--- src/rtl/arb_pkg.sv ---
// Shared types and helpers for the round-robin arbiter and its requester clients.
package arb_pkg;

  typedef enum logic [1:0] {
    IDLE,
    ARB,
    LOCKED
  } arb_client_state_e;

  // Bits needed to hold every value from 0 up to and including max_val.
  function automatic int cnt_width(input int max_val);
    return (max_val <= 1) ? 1 : $clog2(max_val + 1);
  endfunction

endpackage

--- src/rtl/arb_sync_fifo.sv ---
// Synchronous FIFO with registered head data, empty and ready flags.
module arb_sync_fifo #(
  parameter int WIDTH = 33,
  parameter int DEPTH = 4,
  localparam int AW = $clog2(DEPTH)
) (
  input  logic             clk,
  input  logic             rst,
  input  logic             push,
  input  logic [WIDTH-1:0] wdata,
  input  logic             pop,
  output logic [WIDTH-1:0] rdata,
  output logic             empty,
  output logic             ready,
  output logic [AW:0]      level
);

  logic [WIDTH-1:0] mem [DEPTH];
  logic [AW:0]      wr_ptr, rd_ptr, wr_ptr_n, rd_ptr_n;
  logic             full_n;

  assign wr_ptr_n = wr_ptr + {{AW{1'b0}}, push};
  assign rd_ptr_n = rd_ptr + {{AW{1'b0}}, pop};
  assign full_n   = (wr_ptr_n[AW] != rd_ptr_n[AW]) &&
                    (wr_ptr_n[AW-1:0] == rd_ptr_n[AW-1:0]);
  assign level    = wr_ptr - rd_ptr;

  always_ff @(posedge clk) begin
    if (rst) begin
      for (int i = 0; i < DEPTH; i++) mem[i] <= '0;
      wr_ptr <= '0;
      rd_ptr <= '0;
      rdata  <= '0;
      empty  <= 1'b1;
      ready  <= 1'b0;
    end else begin
      if (push) mem[wr_ptr[AW-1:0]] <= wdata;
      wr_ptr <= wr_ptr_n;
      rd_ptr <= rd_ptr_n;
      // The incoming beat becomes the new head when it lands in the head slot.
      if (push && (wr_ptr[AW-1:0] == rd_ptr_n[AW-1:0]))
        rdata <= wdata;
      else
        rdata <= mem[rd_ptr_n[AW-1:0]];
      empty <= (wr_ptr_n == rd_ptr_n);
      ready <= !full_n;
    end
  end

endmodule

--- src/rtl/arb_req_client.sv ---
// Requester-side arbiter endpoint: buffers beats, holds req/gnt, locks bursts, flags starvation.
//   state  | meaning
//   IDLE   | nothing buffered, no request
//   ARB    | head beat requested, selection not held
//   LOCKED | mid-burst, arbiter selection held on this client
module arb_req_client
  import arb_pkg::*;
#(
  parameter int DATA_WIDTH    = 32,
  parameter int DEPTH         = 4,
  parameter int MAX_BURST     = 4,
  parameter int STARVE_CYCLES = 16
) (
  input  logic                  clk_i,
  input  logic                  rst_i,
  input  logic                  in_valid_i,
  output logic                  in_ready_o,
  input  logic [DATA_WIDTH-1:0] in_data_i,
  input  logic                  in_last_i,
  output logic                  req_o,
  output logic                  lock_o,
  output logic [DATA_WIDTH-1:0] data_o,
  output logic                  last_o,
  input  logic                  gnt_i,
  output logic                  starve_o,
  output logic                  burst_err_o
);

  localparam int AW = $clog2(DEPTH);
  localparam int BW = cnt_width(MAX_BURST);
  localparam int WW = cnt_width(STARVE_CYCLES);

  arb_client_state_e state, state_n;
  logic [DATA_WIDTH:0] head;
  logic [AW:0]         level;
  logic [BW-1:0]       bcnt;
  logic [WW-1:0]       wcnt;
  logic                empty, push, fire, forced, has_more;

  assign push = in_valid_i & in_ready_o;
  assign fire = req_o & gnt_i;

  arb_sync_fifo #(
    .WIDTH(DATA_WIDTH + 1),
    .DEPTH(DEPTH)
  ) u_fifo (
    .clk  (clk_i),
    .rst  (rst_i),
    .push (push),
    .wdata({in_last_i, in_data_i}),
    .pop  (fire),
    .rdata(head),
    .empty(empty),
    .ready(in_ready_o),
    .level(level)
  );

  assign data_o   = head[DATA_WIDTH-1:0];
  assign forced   = (bcnt == BW'(MAX_BURST - 1));
  assign last_o   = !empty & (head[DATA_WIDTH] | forced);
  // Whether a beat is still buffered after this cycle's pop.
  assign has_more = (level > (AW+1)'(1)) | push;
  assign starve_o = (wcnt == WW'(STARVE_CYCLES));

  always_ff @(posedge clk_i) begin
    if (rst_i) state <= IDLE;
    else       state <= state_n;
  end

  always_comb begin
    state_n = state;
    req_o   = 1'b0;
    lock_o  = 1'b0;
    case (state)
      IDLE: begin
        if (push || !empty) state_n = ARB;
      end
      ARB: begin
        req_o = 1'b1;
        if (fire) begin
          if (!last_o)      state_n = LOCKED;
          else if (!has_more) state_n = IDLE;
        end
      end
      LOCKED: begin
        req_o  = !empty;
        lock_o = 1'b1;
        if (fire && last_o) state_n = has_more ? ARB : IDLE;
      end
      default: state_n = IDLE;
    endcase
  end

  always_ff @(posedge clk_i) begin
    if (rst_i) begin
      bcnt        <= '0;
      wcnt        <= '0;
      burst_err_o <= 1'b0;
    end else begin
      if (fire && last_o)      bcnt <= '0;
      else if (fire)           bcnt <= bcnt + BW'(1);
      else if (state != LOCKED) bcnt <= '0;

      if (!req_o || fire)      wcnt <= '0;
      else if (!starve_o)      wcnt <= wcnt + WW'(1);

      burst_err_o <= fire && forced && !head[DATA_WIDTH];
    end
  end

endmodule

--- config.mk ---
export PLATFORM = sky130hd
export DESIGN_NAME = arb_req_client
export DESIGN_NICKNAME = d
export VERILOG_FILES = /design/src/rtl/arb_pkg.sv /design/src/rtl/arb_sync_fifo.sv /design/src/rtl/arb_req_client.sv
export SDC_FILE = /design/constraint.sdc
export NUM_CORES = 1
export LEC_CHECK = 0
export CORE_MARGIN = 2
export CORE_UTILIZATION = 37
export DETAILED_ROUTE_END_ITERATION = 16
export HOLD_SLACK_MARGIN = 0.1
export PLACE_DENSITY = 0.66
export RECOVER_POWER = 50
export SLEW_MARGIN = 25
export SYNTH_ARGS = -nofsm -noshare
export SYNTH_HDL_FRONTEND = slang
export SYNTH_SLANG_ARGS = --single-unit
--- constraint.sdc ---
create_clock -name clk_i -period 12.2 [get_ports clk_i]
set_clock_uncertainty 0.05 [all_clocks]
set_input_delay 2.44 -clock clk_i [delete_from_list [all_inputs] [get_ports clk_i]]
set_output_delay 2.44 -clock clk_i [all_outputs]
set_load 0.05 [all_outputs]
-- Word level (Yosys, flattened, before mapping)
Memories as Yosys holds them, arrays and structs flattened. A register that Yosys moved wholly into a read port is not among the register bits.
Cells that the tools add are included.
- multiply operators: 0
- mux-type cells: 19
- shifts and indexed selects: 0
- add/sub/neg operators: 5
- eq/ne operators: 12
- order comparisons: 1
- divide/modulo/power cells: 0
- bitwise gates (word level): 5
- reduce and logical (&&, ||, !) cells: 16
- operators by type and width (kind ; number):
    33-bit 2-to-1 mux ; 1
    33-bit OR reduction ; 1
    2-bit 2-to-1 mux ; 6
    1-bit 2-to-1 mux ; 8
    2-bit inequality test (second input constant) ; 4
    3-bit by 1-bit adder with 3-bit output ; 2
    3-bit 2-to-1 mux ; 2
    2-bit one-hot mux with 3 select lines ; 1
    5-bit by 1-bit adder with 5-bit output (second input constant) ; 1
    5-bit == test (second input constant) ; 1
    1-bit logical AND ; 4
    1-bit logical NOT ; 4
    4-bit AND reduction ; 1
    2-bit OR reduction ; 2
    3-bit by 1-bit adder with 3-bit output (second input constant) ; 1
    1-bit bitwise AND ; 3
    3-bit by 2-bit == test with 1-bit output (second input constant) ; 1
    3-bit == test ; 1
    3-bit by 1-bit greater-than comparator with 1-bit output (second input constant) ; 1
    3-bit inequality test (second input constant) ; 1
    3-bit subtractor ; 1
    2-bit by 1-bit == test with 1-bit output (second input constant) ; 1
    2-bit == test ; 1
    2-bit == test (second input constant) ; 1
    6 further kinds ; 8
- memories: 1
- bits in latches: 0
- output and inout port bits: 38
- logic and storage cells: 67
- memory bits (read-only): 0
- input port bits: 37
- bits in registers: 19
- bits in writable memories: 132
- memories (memory ; depth ; width ; read ports ; clocked after Yosys merged registers in ; write ports ; RTL line ; RTL):
    u_fifo.mem ; 4 ; 33 ; 1 ; 1 ; 4 ; arb_sync_fifo.sv:18 ; logic [WIDTH-1:0] mem [DEPTH];

-- Depth between registers and ports, before layout
Gate-level depths: netlist (run 1).
- word-level depth: 7
- gate-level depth with buffers: 13
- gate-level depth less buffers: 12

-- Hierarchy
From an unflattened synthesis (run 1), not the netlist that was laid out.
- cells, all modules: 550
- area total of the unflattened synthesis: 8076.5 µm²
- by module, submodules not included (module ; sequential area each (µm²) ; cells each ; instances ; area an instance (µm²)):
    arb_sync_fifo ; 4784.6 ; 477 ; 1 ; 7398.3
    arb_req_client ; 220.2 ; 73 ; 1 ; 678.2

-- Worst setup path after synthesis (run 1)
No wires, ideal clock.
- kind: input port to flip-flop
- start: in in_valid_i
- end: mem u_fifo.mem[3][0] (enable)
- arrival: 5.463 ns
- setup time: 0.474 ns
- slack: 6.213 ns
- required time: 11.676 ns
- path buffers: 2
- stages: 4
- cells stage by stage: nand2_2 > buf_2 > buf_1 > o31ai_1
- RTL lines (item ; RTL line ; RTL):
    from (decl) ; arb_req_client.sv:16 ; input logic in_valid_i,
    to (decl) ; arb_sync_fifo.sv:18 ;

==> results.cfg, run 1 <==
[grt]
grt_pass1_vias = 4926
grt_max_degree = 39
grt_usage_pct = 15.41
grt-ovfl-total = 0
antenna_found_initial = 0
grt_pass1_wl_mm = 27.68

[flow_run]
max_cap_violations = 5

[min_path]
holdPathStages = 1
holdCritPathClass = reg2reg

[floorplan]
start_util_pct = 37.89
die-height_um = 153.7
num_io_pins = 75
dieArea_mm2 = 0.02363
core_mm2 = 0.02189
die_x_um = 153.7
num_rows = 54

[route]
route.detailed.drc = 0
vias_per_cell = 5.083
wl_per_cell_um = 19.60
wl_mm = 17.80
detail-route-antenna-nets = 0
dr_total_vias = 4615
firstDrtPassIters = 4
drtIter0Drc = 310

[clock_tree]
clk_pin_slew_worst_paths_ns = 0.07
cts_root_buf = clkbuf_16
postCtsSetupBuffers = 0
ctsResizeCount = 0
cts_tree = yes
numClockSinks = 184
insertion_delay_ns = 0.43
clk_path_buf_depth = 2
htreeDepth = 4
cts_buffers = 17
cts_hold_buffers = 0

[logic_synthesis]
synth_edf_count = 132
yosysTopAreaCell = edfxtp_1
yosysWarnings = 0
netlist_instances = 579
synth_top_area_share_pct = 47.79
ys_ff_latch = 184
async_reset_ff_share_pct = 0
syn_avg_cell_area_um2 = 14.33
synthTopCellsByCount = and2_1, edfxtp_1, dfxtp_1
yosysUniqueCellTypes = 43
syn-num-nets = 630
ys_seq_area_share_pct = 60.34
synth_area_leaders = edfxtp_1, dfxtp_1, and2_1
synth_ff_type = edfxtp_1
netlist_area_mm2 = 0.008294
synth_most_common_cell = and2_1

[worst_setup_path]
end_kind = register
worst-r2r-setup-slack_ns = 7.10
rr_worst_depth = 14
worstPathMaxFanout = 34
cp-start-kind = input pin
worstPathArrival_ns = 6.65
crit_required_ns = 12.20
path_class = in2reg

[placed_design]
globalplace.congestion = 0.7707
dp_slack_ns = 5.809
hpwl_mm = 10.12
port_buffers = 74

[pwr]
p_per_area_mw_per_mm2 = 153.8
clockPowerShare_pct = 35.8
cellInternalPower_w = 0.001074
power.leakage_nw = 3.863
pwr-share-seq_pct = 48.6
p_comb_share_pct = 15.5
worst_ir_drop_vdd_v = 0.00008045
p_sw_share_pct = 27.42
p_switching_w = 0.0004059

[sta]
rsz0062_at_grt = no
slew_headroom_pct = -22.86
timing.final.setup_violations = 0
setup_slack_ns = 5.548
fin_tns_setup_ns = 0
tightest_slew_ns = 1.843
period_share_pct = 54.52
clock.fmax_mhz = 150.3
drv_slew = 169
fin_crit_ns = 6.652
hold_violations = 0

[cells_and_area]
final_nets = 666
area_growth_pct = 16.05
drive_gt1_share_pct = 13.38
diodes = 0

[outcome]
violations = capacitance limit, slew limit
status = finished with violations
## through the flow
step           hold slack [ns]  total power [W]  util (%)  instance area (um2)  instances
2_1_floorplan           0.3487        0.0009126         -                 8294        579
3_3_place_gp            0.4161        0.0009684     41.50                 9085        875
3_5_place_dp            0.4300        0.0009732     41.59                 9105        876
4_1_cts                 0.4444         0.001501     44.21                 9678        908
5_1_grt                 0.4586         0.001534     43.97                 9625        908
6_report                0.4434         0.001480     43.97                 9625        908
## layer usage
metal	routed length [um]	track usage (%)	share of wire, %
met1	8063	19.78	45
met2	8921	26.05	50
met3	617	3.241	3.5
met4	199	5.199	1.1
met5	0	0	0
## cell usage in the layout, fill, tap and decap left out, types with 5 or more instances in the layout
cell,count
dfxtp_1,52
ha_1,13
clkbuf_1,5
and2_0,81
clkbuf_16,17
a21o_1,25
nor3_1,5
o211a_1,24
mux2_2,5
and2_1,60
dlygate4sd3_1,37
xor2_1,6
inv_6,6
nor2b_1,5
mux4_2,33
clkdlybuf4s50_1,37
edfxtp_1,132
nor2_1,11
inv_1,12
## path summary, 6_finish.rpt
check	start	end
hold / removal	u_fifo.rdata[32]	burst_err_o
setup reg to reg	state[0]	u_fifo.rdata[23]
setup / recovery	in_valid_i	u_fifo.mem[1][21]
hold reg to reg	u_fifo.rdata[32]	burst_err_o
## registers in the layout, summed over array words and instances (netlist names)
register       count
u_fifo.mem       132
u_fifo.rdata      33
wcnt               5
bcnt               3
u_fifo.rd_ptr      3
u_fifo.wr_ptr      3
state              2
burst_err_o        1
u_fifo.empty       1
u_fifo.ready       1
## worst max-delay path: stages
cell,delay (ns)
dlygate4sd3_1,0.53
nand2_1,0.84
nor4_1,0.47
clkbuf_1,1.37
or2_2,0.98
## logic make-up (layout without fill, tap and decap cells)
family	count (synthesis)	after routing	synth area share (%)
AOI/OAI and AO/OA	69	69	7.150
xor gates and xnor gates	11	11	1.327
adders and majority gates	14	14	2.203
buffers and inverters	79	128	5.461
DFF	184	184	60.34
muxes	43	43	10.30
and+or+nand+nor	179	179	13.21
## power groups by stage
stage	logic (W)	clock network [W]	registers [W]
2_1_floorplan	0.000185	0	0.000728
3_3_place_gp	0.000235	0	0.000733
3_5_place_dp	0.000238	0	0.000735
4_1_cts	0.000240	0.000540	0.000721
5_1_grt	0.000248	0.000564	0.000723
6_report	0.000230	0.000530	0.000720
## area by class of cell
cell class                 count  area (um2)
clock buffer                  18       439.2
clock inverter                14       133.9
fill                        2006       12270
inverter                      12       45.04
multi-input combinational    316        2843
sequential                   184        5005
tap                          280       350.3
timing repair buffer          84       809.5
No activity file was read; power rests on OpenSTA's default activity.
==> run 2: changes to the inputs <==
clock period = 6.9 ns   (was 12.2 ns; I/O delays follow)
==> run 2 against run 1 <==
Net effect:
- combinational power up 77%
- utilization is 0.21 points higher
- sequential power is 76% higher
- largest cell class unchanged
- the flow still finishes with violations (capacitance limit, slew limit)
- sequential cell count unchanged
- first-iteration DRC count rose by 5.2%
- wire length is 3.3% lower
- sequential share of layout area fell by 0.24 points
- clock-buffer cell count is 1 lower
==> results.cfg, run 2 (same netlist as run 1, synthesis figures left out) <==
[cells_and_area]
final_nets = 667
area_growth_pct = 16.59
regMostFlops = u_fifo.mem
largest_reg_flops = 132
fin_cells = 910
layout_top_registers = u_fifo.mem (132), u_fifo.rdata (33), wcnt (5)
drive_gt1_share_pct = 13.67
layout_commonest_cell = edfxtp_1
final_cell_mix = edfxtp_1, and2_0, and2_1, dfxtp_1

[sta]
fin_tns_setup_ns = 0
rsz0062_at_grt = no
setup_slack_ns = 1.478
timing.final.setup_violations = 0
period_share_pct = 78.58
hold_violations = 0
fin_crit_ns = 5.422
clock.fmax_mhz = 184.4
slew_headroom_pct = -13.07
drv_slew = 105
tightest_slew_ns = 1.696

[placed_design]
port_buffers = 74
globalplace.congestion = 0.7300
dp.cells = 877
hpwl_mm = 9.956
dp_slack_ns = 1.788

[worst_setup_path]
r2r-start = state[0]
cp_top_family = simple AND/OR/NAND/NOR gates
worst-r2r-setup-slack_ns = 2.34
startpoint = in_valid_i
crit_required_ns = 6.90
cp.buffers_inverters = 2
crit_chain = dlygate4sd3_1, nand2_1, nor4_1, clkbuf_1, or2_2
slowest_stage = clkbuf_1
critPathMaxStageDelay_ns = 1.26
rr_worst_depth = 14
end_kind = register
r2r-end = u_fifo.rdata[19]
worstPathMaxFanout = 34
path_class = in2reg
worstPathArrival_ns = 5.42
cp-start-kind = input pin

[min_path]
min_from = u_fifo.rdata[32]
holdPathStages = 1
holdPathEnd = burst_err_o
holdCritPathClass = reg2reg

[floorplan]
die-height_um = 153.7
core_mm2 = 0.02189
start_util_pct = 37.89
die_x_um = 153.7
dieArea_mm2 = 0.02363
num_rows = 54
num_io_pins = 75

[grt]
grt_max_degree = 38
grt_usage_pct = 14.92
busiest_layer = met2
grt_pass1_wl_mm = 27.20
grt_pass1_vias = 4911
grtUsageMet1_pct = 19.01
grt-ovfl-total = 0
global_route.usage.met2_pct = 25.42
antenna_found_initial = 1
gr-usage-met3_pct = 3.467

[pwr]
p_per_area_mw_per_mm2 = 276.8
worst_ir_drop_vdd_v = 0.0001714
cellInternalPower_w = 0.001963
p_sw_share_pct = 26.65
pwr-share-seq_pct = 47.4
p_comb_share_pct = 15.2
p_switching_w = 0.0007133
clockPowerShare_pct = 37.4
power.leakage_nw = 3.881

[route]
dr_total_vias = 4621
vias_per_cell = 5.078
drtIter0Drc = 326
wl_per_cell_um = 18.92
route.detailed.drc = 0
detail-route-antenna-nets = 0
wl_mm = 17.22
firstDrtPassIters = 5

[clock_tree]
cts_hold_buffers = 0
cts_buffers = 17
insertion_delay_ns = 0.43
htreeDepth = 4
cts_tree = yes
numClockSinks = 184
postCtsSetupBuffers = 0
ctsResizeCount = 0
cts_root_buf = clkbuf_16
clk_pin_slew_worst_paths_ns = 0.07
clk_path_buf_depth = 2

[outcome]
violations = capacitance limit, slew limit
status = finished with violations

[flow_run]
max_cap_violations = 3
==> run 2: final cells by class <==
cell class | count | area, um2
well taps | 280 | 350.3
fillers | 1948 | 12220
flip-flops and latches | 184 | 5005
clock buffers | 17 | 425.4
clock inverters | 15 | 192.7
repair buffers | 85 | 804.5
diodes | 1 | 2.502
multi-input cells | 316 | 2845
inverters | 12 | 45.04
==> run 2: through the flow <==
step                      total power [W]  instance area [um2]  hold slack [ns]  util [%]
final                            0.002677                 9671           0.4286     44.18
after floorplan                  0.001614                 8294           0.3487         -
after global routing             0.002774                 9668           0.4769     44.16
after CTS                        0.002710                 9718           0.4354     44.39
after detailed placement         0.001718                 9100           0.4192     41.57
after global placement           0.001710                 9100           0.4130     41.57
==> run 2: layer usage <==
metal / vias to the layer above / part of all wire (%)
met5: - / 0
met4: 0 / 1.2
met3: 17 / 4.7
met2: 141 / 51
met1: 2314 / 43
li1: 2149 / -
==> run 2: worst max path at each step <==
stage	endpoint	slack [ns]	depth (start not counted)
after global routing	u_fifo.mem[2][20]	1.11	5
final	u_fifo.mem[1][30]	1.48	5
after floorplan	u_fifo.mem[3][0]	1.97	4
after CTS	u_fifo.rdata[19]	2.21	10
after detailed placement	u_fifo.rdata[19]	1.79	10
after global placement	u_fifo.rdata[19]	1.81	10
==> run 2: power groups by stage <==
stage	Sequential (W)	Combinational (W)	Clock [W]
global placement	0.00129	0.000416	0
global route	0.00128	0.000437	0.00106
finish	0.00127	0.000406	0.00100
floorplan	0.00129	0.000326	0
detailed placement	0.00130	0.000421	0
CTS	0.00127	0.000423	0.00102
==> run 3: changes to the inputs <==
clock period = 5.65 ns   (was 6.9 ns; I/O delays follow)
==> run 3 against run 2 <==
Net effect:
- utilization about the same
- clock-buffer cell count grew 1
- critical endpoint is now u_fifo.rdata[0]
- sequential power grew 22%
- critical path type unchanged
- largest power group unchanged
- the run still ends with capacitance limit, slew limit left
==> results.cfg, run 3 (same netlist as run 1, synthesis figures left out) <==
[cells_and_area]
regMostFlops = u_fifo.mem
final_cell_mix = edfxtp_1, and2_1, and2_0, dfxtp_1, clkdlybuf4s50_1
multi_input_area_mm2 = 0.002864
layout_commonest_cell = edfxtp_1
layout_top_registers = u_fifo.mem (132), u_fifo.rdata (33), wcnt (5)
seq_area_mm2 = 0.005005
final_nets = 666
filler_cell_count = 1965
area_growth_pct = 16.68
diodes = 0
drive_gt1_share_pct = 13.88
largest_reg_flops = 132

[sta]
drv_slew = 69
clock.fmax_mhz = 225.4
fin_crit_ns = 4.436
period_share_pct = 78.51
hold_violations = 0
slew_headroom_pct = -20.47
timing.final.setup_violations = 0
tightest_slew_ns = 1.807
setup_slack_ns = 1.214
rsz0062_at_grt = no
fin_tns_setup_ns = 0

[route]
detail-route-antenna-nets = 0
dr_total_vias = 4664
route.detailed.drc = 0
firstDrtPassIters = 4
wl_mm = 18.08
drtIter0Drc = 333
vias_per_cell = 5.142
wl_per_cell_um = 19.94

[floorplan]
core_mm2 = 0.02189
num_io_pins = 75
die_x_um = 153.7
dieArea_mm2 = 0.02363
start_util_pct = 37.89
die-height_um = 153.7
num_rows = 54

[worst_setup_path]
rr_worst_depth = 13
r2r-end = u_fifo.rdata[0]
crit_path_end = u_fifo.rdata[0]
cp-start-kind = input pin
path_class = in2reg
worst-r2r-setup-slack_ns = 1.29
startpoint = gnt_i
end_kind = register
worstPathMaxFanout = 25
crit_required_ns = 5.93
worstPathArrival_ns = 4.71
r2r-start = state[0]

[grt]
busiest_layer = met2
grt_pass1_vias = 5163
antenna_found_initial = 0
grt_max_degree = 37
grt-ovfl-total = 0
gr-usage-met3_pct = 3.833
global_route.usage.met2_pct = 27.09
grt_usage_pct = 15.93
grtUsageMet1_pct = 20.10
grt_pass1_wl_mm = 28.74

[flow_run]
max_cap_violations = 2

[pwr]
power.leakage_nw = 3.896
p_switching_w = 0.0008222
p_per_area_mw_per_mm2 = 339.7
cellInternalPower_w = 0.002465
p_sw_share_pct = 25.01
clockPowerShare_pct = 37.4
p_comb_share_pct = 15.3
worst_ir_drop_vdd_v = 0.0001751
pwr-share-seq_pct = 47.3

[min_path]
min_from = u_fifo.rdata[32]
holdCritPathClass = reg2reg

[clock_tree]
insertion_delay_ns = 0.44
htreeDepth = 4
postCtsSetupBuffers = 0
cts_tree = yes
numClockSinks = 184
cts_hold_buffers = 0
clk_pin_slew_worst_paths_ns = 0.07
cts_buffers = 17
cts_root_buf = clkbuf_16
clk_path_buf_depth = 2
ctsResizeCount = 0

[placed_design]
globalplace.congestion = 0.7577
hpwl_mm = 10.43
port_buffers = 74
dp_slack_ns = 0.7340

[outcome]
violations = capacitance limit, slew limit
status = finished with violations
run 3: changes by cell type in the layout (fill, tap and decap cells not counted), moves of 3 or more:
cell      before  now
and2_0        80   66
and2_1        61   75
clkinv_1       0    3
clkinv_8       3    0
run 3: worst min-delay path by stage:
stage | endpoint | slack, ns | cells past startpoint
6_report | burst_err_o | 0.47 | 1
2_1_floorplan | burst_err_o | 0.35 | 1
3_3_place_gp | wcnt[4] | 0.44 | 2
3_5_place_dp | burst_err_o | 0.45 | 1
4_1_cts | burst_err_o | 0.47 | 1
5_1_grt | burst_err_o | 0.49 | 1
run 3: layout make-up:
type	count	area share, %
Clock inverter	13	1.849
Multi-Input combinational cell	316	29.59
Timing Repair Buffer	84	8.326
Sequential cell	184	51.71
Inverter	12	0.4654
Clock buffer	18	4.434
Tap cell	280	3.620
run 3: power groups by stage:
stage               Sequential (W)  Combinational [W]  Clock (W)
detailed placement         0.00159           0.000517          0
CTS                        0.00156           0.000520    0.00125
global placement           0.00158           0.000506          0
floorplan                  0.00157           0.000399          0
global route               0.00156           0.000545    0.00131
finish                     0.00155           0.000504    0.00123
run 3: worst max-delay path, stage by stage:
cell and delay [ns]:
clkdlybuf4s50_1 0.44, o211ai_2 0.17, inv_1 0.12, ha_2 0.19, ha_2 0.64, nor3_1 0.12, a21o_1 0.20, a31oi_4 0.76
o21ai_4 0.40, buf_4 0.34, a21o_1 0.19
run 3: per-layer routing:
metal	wire [um]	vias to the layer above	part of all wire, %
li1	-	2145	-
met1	7414	2365	41
met2	9464	145	52
met3	1056	9	5.8
met4	149	0	0.82
met5	0	-	0
run 3: per-stage QoR:
stage | instance area [um2] | util [%] | cells | hold slack (ns) | total power (W)
2_1_floorplan | 8294 | - | 579 | 0.3487 | 0.001971
5_1_grt | 9678 | 44.21 | 907 | 0.4873 | 0.003411
4_1_cts | 9701 | 44.31 | 907 | 0.4672 | 0.003326
3_5_place_dp | 9092 | 41.54 | 876 | 0.4544 | 0.002104
6_report | 9678 | 44.21 | 907 | 0.4700 | 0.003287
3_3_place_gp | 9092 | 41.54 | 876 | 0.4367 | 0.002090
